### src/rtl/reg_dump_stepper.sv
// reg_dump_stepper: two debounced step buttons walk an index through a
// 32-entry register-file or memory snapshot. Each accepted step converts the
// selected 12-bit entry to four BCD digits with a 12-cycle double-dabble and
// presents the index as two BCD digits alongside.
module reg_dump_stepper #(
  parameter int DEBOUNCE_CYCLES = 500000
) (
  input  logic         clock,
  input  logic         reset,
  input  logic         btn_r,
  input  logic         btn_m,
  input  logic [383:0] regs,
  input  logic [383:0] mem,
  output logic [3:0]   idx_tens,
  output logic [3:0]   idx_ones,
  output logic [3:0]   bcd_th,
  output logic [3:0]   bcd_hu,
  output logic [3:0]   bcd_te,
  output logic [3:0]   bcd_on,
  output logic [1:0]   led,
  output logic         busy,
  output logic         digits_valid
);

  localparam int CW = (DEBOUNCE_CYCLES > 1) ? $clog2(DEBOUNCE_CYCLES) : 1;
  localparam logic [CW-1:0] CNT_MAX = CW'(DEBOUNCE_CYCLES - 1);

  localparam logic [0:0] IDLE = 1'b0;
  localparam logic [0:0] CONV = 1'b1;

  // Bit 0 carries the register button, bit 1 the memory button.
  logic [1:0]    sync1;
  logic [1:0]    sync2;
  logic [1:0]    deb;
  logic [1:0]    deb_prev;
  logic [CW-1:0] cnt [2];

  logic          step_r;
  logic          step_m;
  logic          accept;

  logic [0:0]    state;
  logic [3:0]    iter;
  logic [27:0]   shreg;
  logic [27:0]   dd_next;
  logic [4:0]    index;
  logic [4:0]    next_index;
  logic          first_done;
  logic [11:0]   entry;

  logic [11:0]   reg_arr [32];
  logic [11:0]   mem_arr [32];

  for (genvar k = 0; k < 32; k++) begin : g_unpack
    assign reg_arr[k] = regs[12*k+11:12*k];
    assign mem_arr[k] = mem[12*k+11:12*k];
  end

  // One double-dabble iteration: add 3 to every BCD digit of 5 or more, then shift left.
  function automatic logic [27:0] dd_step(input logic [27:0] s);
    logic [27:0] t;
    t = s;
    for (int d = 0; d < 4; d++) begin
      if (t[12+4*d +: 4] >= 4'd5) t[12+4*d +: 4] = t[12+4*d +: 4] + 4'd3;
    end
    return {t[26:0], 1'b0};
  endfunction

  // Index 0..31 as tens and ones digits.
  function automatic logic [7:0] idx_to_bcd(input logic [4:0] v);
    logic [3:0] t;
    logic [3:0] o;
    if (v >= 5'd30) begin
      t = 4'd3;
      o = 4'(v - 5'd30);
    end else if (v >= 5'd20) begin
      t = 4'd2;
      o = 4'(v - 5'd20);
    end else if (v >= 5'd10) begin
      t = 4'd1;
      o = 4'(v - 5'd10);
    end else begin
      t = 4'd0;
      o = v[3:0];
    end
    return {t, o};
  endfunction

  // Synchronize both buttons and only follow a new level once it has held for the full debounce window.
  always_ff @(posedge clock) begin
    if (reset) begin
      sync1    <= '0;
      sync2    <= '0;
      deb      <= '0;
      deb_prev <= '0;
      cnt[0]   <= '0;
      cnt[1]   <= '0;
    end else begin
      sync1    <= {btn_m, btn_r};
      sync2    <= sync1;
      deb_prev <= deb;
      for (int b = 0; b < 2; b++) begin
        if (sync2[b] != deb[b]) begin
          if (cnt[b] == CNT_MAX) begin
            deb[b] <= sync2[b];
            cnt[b] <= '0;
          end else begin
            cnt[b] <= cnt[b] + 1'b1;
          end
        end else begin
          cnt[b] <= '0;
        end
      end
    end
  end

  // Rising debounced levels become single-cycle steps; the register button has priority.
  always_comb begin
    step_r     = deb[0] & ~deb_prev[0];
    step_m     = deb[1] & ~deb_prev[1] & ~step_r;
    accept     = (step_r | step_m) && (state == IDLE);
    next_index = first_done ? index + 5'd1 : 5'd0;
    entry      = step_r ? reg_arr[next_index] : mem_arr[next_index];
    dd_next    = dd_step(shreg);
  end

  assign busy = (state == CONV);

  // Step/convert sequencer: snapshot on accept, run 12 iterations, then publish everything at once.
  always_ff @(posedge clock) begin
    if (reset) begin
      state        <= IDLE;
      iter         <= '0;
      shreg        <= '0;
      led          <= 2'b00;
      index        <= '0;
      first_done   <= 1'b0;
      idx_tens     <= '0;
      idx_ones     <= '0;
      bcd_th       <= '0;
      bcd_hu       <= '0;
      bcd_te       <= '0;
      bcd_on       <= '0;
      digits_valid <= 1'b0;
    end else begin
      case (state)
        IDLE: begin
          if (accept) begin
            led          <= step_r ? 2'b01 : 2'b10;
            index        <= next_index;
            first_done   <= 1'b1;
            shreg        <= {16'd0, entry};
            iter         <= '0;
            digits_valid <= 1'b0;
            state        <= CONV;
          end
        end
        CONV: begin
          shreg <= dd_next;
          if (iter == 4'd11) begin
            {bcd_th, bcd_hu, bcd_te, bcd_on} <= dd_next[27:12];
            {idx_tens, idx_ones}             <= idx_to_bcd(index);
            digits_valid                     <= 1'b1;
            state                            <= IDLE;
          end else begin
            iter <= iter + 4'd1;
          end
        end
        default: state <= IDLE;
      endcase
    end
  end

endmodule

### config.mk
export PLATFORM = sky130hd
export DESIGN_NAME = reg_dump_stepper
export DESIGN_NICKNAME = d
export VERILOG_FILES = /design/src/rtl/reg_dump_stepper.sv
export SDC_FILE = /design/constraint.sdc
export NUM_CORES = 1
export LEC_CHECK = 0
export CAP_MARGIN = 40
export CORE_AREA = 5 5 312 314
export CTS_CLUSTER_SIZE = 28
export DETAILED_ROUTE_END_ITERATION = 16
export DIE_AREA = 0 0 317 319
export GPL_TIMING_DRIVEN = 0
export PLACE_DENSITY = 0.35
export SYNTH_ARGS = -nofsm -noshare
export SYNTH_HDL_FRONTEND = slang
export SYNTH_SLANG_ARGS = --single-unit
### constraint.sdc
create_clock -name clock -period 9.4 [get_ports clock]
set_input_delay 1.88 -clock clock [delete_from_list [all_inputs] [get_ports clock]]
set_output_delay 1.88 -clock clock [all_outputs]
set_load 0.02 [all_outputs]
Word level (Yosys, flattened, before mapping)
Memory sizes are Yosys's and may differ from the RTL's.
Index checks and enable logic that the tools add are counted.
{"block": "word_totals", "regBits": 74, "ramBits": 38, "word_cells": 128, "mem_count": 1}
{"name": "cnt", "words": 2, "width": 19, "rd": 2, "rd_ports_with_merged_regs": 0, "write_ports": 2, "line_no": "36", "rtl": "logic [CW-1:0] cnt [2];"}
{"block": "classes", "addsub": 11, "magnitude_cmp": 8, "eq_ne": 8, "n_mux": 60, "bitwise": 15, "n_reduce_logical": 7}
{"cell": "12-bit binary-select mux with 5-bit select", "count": 2}
{"cell": "19-bit two-way mux", "count": 6}
{"cell": "12-bit two-way mux", "count": 5}
{"cell": "28-bit case mux with 2 select lines", "count": 1}
{"cell": "19-bit by 1-bit adder with 19-bit output, second input constant", "count": 2}
{"cell": "19-bit == test, second input constant", "count": 2}
{"cell": "4-bit two-way mux", "count": 8}
{"cell": "1-bit two-way mux", "count": 29}
{"cell": "28-bit two-way mux", "count": 1}
{"cell": "4-bit by 3-bit >= comparator with 1-bit output, second input constant", "count": 4}
{"cell": "4-bit by 2-bit adder with 4-bit output, second input constant", "count": 3}
{"cell": "2-bit AND reduction", "count": 6}
{"cell": "5-bit >= comparator, second input constant", "count": 2}
{"cell": "4-bit case mux with 2 select lines", "count": 1}
{"cell": "4-bit subtractor, second input constant", "count": 2}
{"cell": "1-bit OR", "count": 7}
{"cell": "6-bit >= comparator, second input constant", "count": 1}
{"cell": "2-bit two-way mux", "count": 3}
{"cell": "5-bit NOT with 6-bit output", "count": 1}
{"cell": "5-bit by 1-bit adder with 5-bit output, second input constant", "count": 1}
{"cell": "5-bit by 4-bit >= comparator with 1-bit output, second input constant", "count": 1}
{"cell": "5-bit two-way mux", "count": 1}
{"cell": "4-bit by 1-bit adder with 4-bit output, second input constant", "count": 1}
{"cell": "4-bit == test, second input constant", "count": 1}
{"cell": "other kinds (10)", "count": 18}

Longest topological paths before layout
{"block": "depth", "word_depth": 9, "ltp_mapped": 17}

Worst setup path before layout
Ideal clock, no wire load.
{"block": "synth_path", "kind": "input to register", "start": "input port regs[214]", "end": "register shreg[10]", "setup_time_ns": 0.125, "t_arrival_ns": 3.127, "required_time_ns": 9.275, "slack_ns": 6.148, "stages": 6, "cell_sequence": "mux2_2 o22ai_1 a211oi_1 a2111oi_0 nor4_1 o41a_1"}
{"block": "synth_via", "elab_chain_cells": 6}
{"item": "from (decl)", "line_no": "12", "rtl": "input logic [383:0] regs,"}
{"item": "12-bit binary-select mux with 5-bit select", "line_no": "123", "rtl": "entry = step_r ? reg_arr[next_index] : mem_arr[next_index];"}
{"item": "12-bit two-way mux (implied by the code) (2 in series)", "line_no": "123"}
{"item": "12-bit two-way mux", "line_no": "123"}
{"item": "28-bit two-way mux", "line_no": "148", "rtl": "if (accept) begin"}
{"item": "28-bit case mux with 2 select lines", "line_no": "146", "rtl": "case (state)"}
{"item": "to (signal assigned)", "line_no": "152", "rtl": "shreg <= {16'd0, entry};"}
{"item": "to (signal assigned)", "line_no": "159", "rtl": "shreg <= dd_next;"}
{"item": "to (decl)", "line_no": "44", "rtl": "logic [27:0] shreg;"}
No other way between the ends. The select of a mux whose other input is x is not followed.
A chain may end at the register's enable or synchronous reset.

Worst setup path in the final report
{"block": "layout_path", "start": "register index[0]", "end": "register shreg[4]"}
{"block": "layout_via", "elab_chain_cells": 9, "elab_cells_between_ends": 12, "cone_classes": "1 x add/sub; 10 x mux; 1 x bitwise"}
{"item": "from (decl)", "line_no": "46", "rtl": "logic [4:0] index;"}
{"item": "from (signal assigned)", "line_no": "150", "rtl": "index <= next_index;"}
{"item": "5-bit by 1-bit adder with 5-bit output *", "line_no": "122", "rtl": "next_index = first_done ? index + 5'd1 : 5'd0;"}
{"item": "5-bit two-way mux *", "line_no": "122"}
{"item": "5-bit NOT with 6-bit output (implied by the code) *", "line_no": "123"}
{"item": "12-bit binary-select mux with 5-bit select", "line_no": "123"}
{"item": "12-bit two-way mux (implied by the code) (2 in series)", "line_no": "123"}
{"item": "12-bit two-way mux *", "line_no": "123"}
{"item": "28-bit two-way mux *", "line_no": "148"}
{"item": "28-bit case mux with 2 select lines *", "line_no": "146"}
Every way passes the cells marked *; elsewhere a longest branch is shown, timed or not. The select of a mux whose other input is x is not followed.

==> qor.yml <==
placed_design:
  dp_hpwl_mm: 123
  placed_cells: 3753
  io_buffers: 796
  gp_routability_congestion: 0.924
  dp_slack_ns: 3.59
global_route:
  grt_pass1_vias: 19200
  grt-ovfl-total: 0
  grt_pass1_wl_mm: 182
  grt_usage: 0.267
  grt_max_degree: 20
  grt_antenna_before_repair: 70
detailed_routing:
  drt_pass1_iterations: 7
  route.detailed.drc: 0
  vias_per_cell: 4.97
  via_count: 18900
  wl_per_cell_um: 37.5
  ant_nets: 0
  drtIter0Drc: 1710
  routed_wl_mm: 143
critical_path:
  crit_cells: 16
  crit_path_cell_trace: "buf_4 -> buf_4 -> inv_1 -> buf_2 -> buf_1 -> ha_1 -> buf_4 -> and2_1 -> buf_2 -> buf_1 -> a221o_1 -> a21oi_1 -> a2111oi_1 -> buf_2 -> o211ai_1 -> a41oi_1"
  ff2ff_path_depth: 16
  worst_ep_required_time_ns: 9.70
  r2r_start: "index[0]$_SDFFE_PP0P_"
  critPathMaxStageDelay_ns: 0.73
  path_buf_inv: 9
  cp_max_fo: 10
  crit_path_end: "shreg[4]$_SDFFE_PP0P_"
  cp-start-kind: "flip-flop"
  cp.arrival_ns: 6.20
  reg2reg_to: "shreg[4]$_SDFFE_PP0P_"
  ff2ff_setup_slack_ns: 3.50
  path_delay_family: "buffers and inverters"
  end_kind: "flip-flop"
  setup.worst_path.class: "flip-flop to flip-flop"
  startpoint: "index[0]$_SDFFE_PP0P_"
  cp_slowest_cell: "buf_1"
cts:
  post_cts_buffers: 0
  clock_sinks: 110
  clock_latency_ns: 0.38
  hold_buffers: 0
  cts_root_buf: "clkbuf_16"
  cts_buffers: 9
  clock_path_buffers: 2
  clk_pin_slew_ns: 0.09
  cts_resized: 0
  cts_tree: "done"
  cts.htree.levels: 3
power:
  leakage_uw: 0.00823
  ir_worst_vdd_mv: 0.107
  cellPowerDensity_nw_per_um2: 60.4
  total_power_uw: 1400
synthesis:
  syn_inst: 1618
  yosys.area.top_type: "dfxtp_1"
  yosys-top-cells-area: "dfxtp_1, edfxtp_1, mux2i_1, a21oi_1, o22ai_1"
  ys_warn_count: 0
  synth-edff-count: 38
  yosysSeqAreaShare: 0.203
  async_flop_share: 0
  synth.most_common_cell: "nor2_1"
  yosysUniqueCellTypes: 88
  synth_flop_cell: "dfxtp_1"
  synth_top_area_share: 0.113
  syn_avg_cell_area_um2: 7.85
  synth_common_cells: "nor2_1, a21oi_1, nand2_1"
  synth_area_um2: 12700
  ys_ff_latch: 110
layout:
  area_growth_pct: 82.7
  fin_nets: 3290
  multi_input_area_um2: 9400
  final_cells: 3802
  drive_above_1_share: 0.0938
  nFillCells: 10500
  seqCellArea_um2: 2580
status:
  status: "finished, final reports clean"
sta:
  slew_violations: 0
  min_period_over_period: 0.628
  grt_setup_unrepaired: "no"
  clock.fmax_ghz: 0.170
  timing.hold.ws_ns: 0.450
  timing.final.ws_setup_ns: 3.50
  max-slew-margin-rel: 0.276
  hold_viol: 0
  final.setup_skew_ns: 0.0271
  tightest_slew_ns: 1.08
  period_minus_slack_ns: 5.90
  finalSetupViolCount: 0
  setup_tns_ns: 0
floorplanning:
  initial_core_util: 0.135
  dieHeight_um: 319
  die_area_um2: 101000
  fp.dieW_um: 317
  rows: 113
  core_um2: 94300
  pin_count: 800
flow_run:
  drv_cap: 0
min_path:
  hold_path.class: "flip-flop to flip-flop"
  worstHoldStart: "sync1[0]$_SDFF_PP0_"
[power breakdown]
part / switching [uW] / internal (uW) / total [uW]
logic: 145 / 333 / 478
registers: 7.99 / 499 / 507
clock network: 205 / 212 / 417
total: 358 / 1040 / 1400
[per-layer routing]
layer / vias up / GRT usage / share of wire
met5: - / 0 / 0.0015
met4: 30 / 0.0737 / 0.027
met3: 183 / 0.0673 / 0.079
met2: 1067 / 0.468 / 0.49
met1: 9486 / 0.324 / 0.40
li1: 8131 / - / -
[worst min-delay path by stage]
stage | slack (ns) | to | cells past startpoint
2_1_floorplan | 0.41 | sync2[0]$_SDFF_PP0_ | 1
3_3_place_gp | 0.43 | sync2[1]$_SDFF_PP0_ | 1
3_5_place_dp | 0.43 | sync2[0]$_SDFF_PP0_ | 1
4_1_cts | 0.46 | sync2[0]$_SDFF_PP0_ | 1
5_1_grt | 0.47 | sync2[0]$_SDFF_PP0_ | 1
6_report | 0.45 | sync2[0]$_SDFF_PP0_ | 1
[layout make-up]
cell class	instances	share of cell area
Antenna cell	32	0.00345
Inverter	20	0.00323
Sequential cell	110	0.111
Clock buffer	10	0.00986
Buffer	161	0.0351
Timing Repair Buffer	833	0.361
Tap cell	1265	0.0682
Clock inverter	6	0.00323
Multi-Input combinational cell	1365	0.405
[worst register-to-register path, stage by stage (launching register included)]
cell and delay (ns):
dfxtp_1 0.36, buf_4 0.20, buf_4 0.22, inv_1 0.16, buf_2 0.51, buf_1 0.71, ha_1 0.32, buf_4 0.23
and2_1 0.14, buf_2 0.38, buf_1 0.73, a221o_1 0.28, a21oi_1 0.11, a2111oi_1 0.65, buf_2 0.28, o211ai_1 0.28
a41oi_1 0.25
[registers in the layout, indices dropped and copies added (netlist names), 4 cells and up]
name      cells
bcd_hu        4
bcd_on        4
bcd_te        4
bcd_th        4
cnt          38
idx_ones      4
index         5
iter          4
shreg        28
[kinds of logic after synthesis]
| family | after synthesis | share of synthesized area |
|---|---|---|
| adders and majority gates | 18 | 0.0177 |
| muxes | 164 | 0.144 |
| other | 2 | 0.000591 |
| buffers and inverters | 181 | 0.0699 |
| DFF | 110 | 0.203 |
| and+or+nand+nor | 475 | 0.183 |
| AOI/OAI and AO/OA | 626 | 0.352 |
| xor gates and xnor gates | 42 | 0.0295 |
[through the flow]
stage | instance area (um2) | util
2_1_floorplan | 12800 | -
3_3_place_gp | 22400 | 0.238
3_5_place_dp | 22800 | 0.242
4_1_cts | 23100 | 0.245
5_1_grt | 23200 | 0.246
6_report | 23200 | 0.246
[cell usage in the layout, fill, tap and decap left out, drive strengths merged, types with 36 or more instances in the layout]
| master | n |
|---|---|
| mux2 | 49 |
| a21oi | 132 |
| buf | 150 |
| clkdlybuf4s50 | 796 |
| dfxtp | 72 |
| a221oi | 54 |
| clkbuf | 55 |
| o21ai | 55 |
| nand3 | 39 |
| nand2 | 114 |
| nor2 | 146 |
| mux2i | 105 |
| a211oi | 52 |
| edfxtp | 38 |
| o22ai | 89 |
| nor3 | 36 |
| conb | 40 |
No activity file was read; power rests on OpenSTA's default activity.
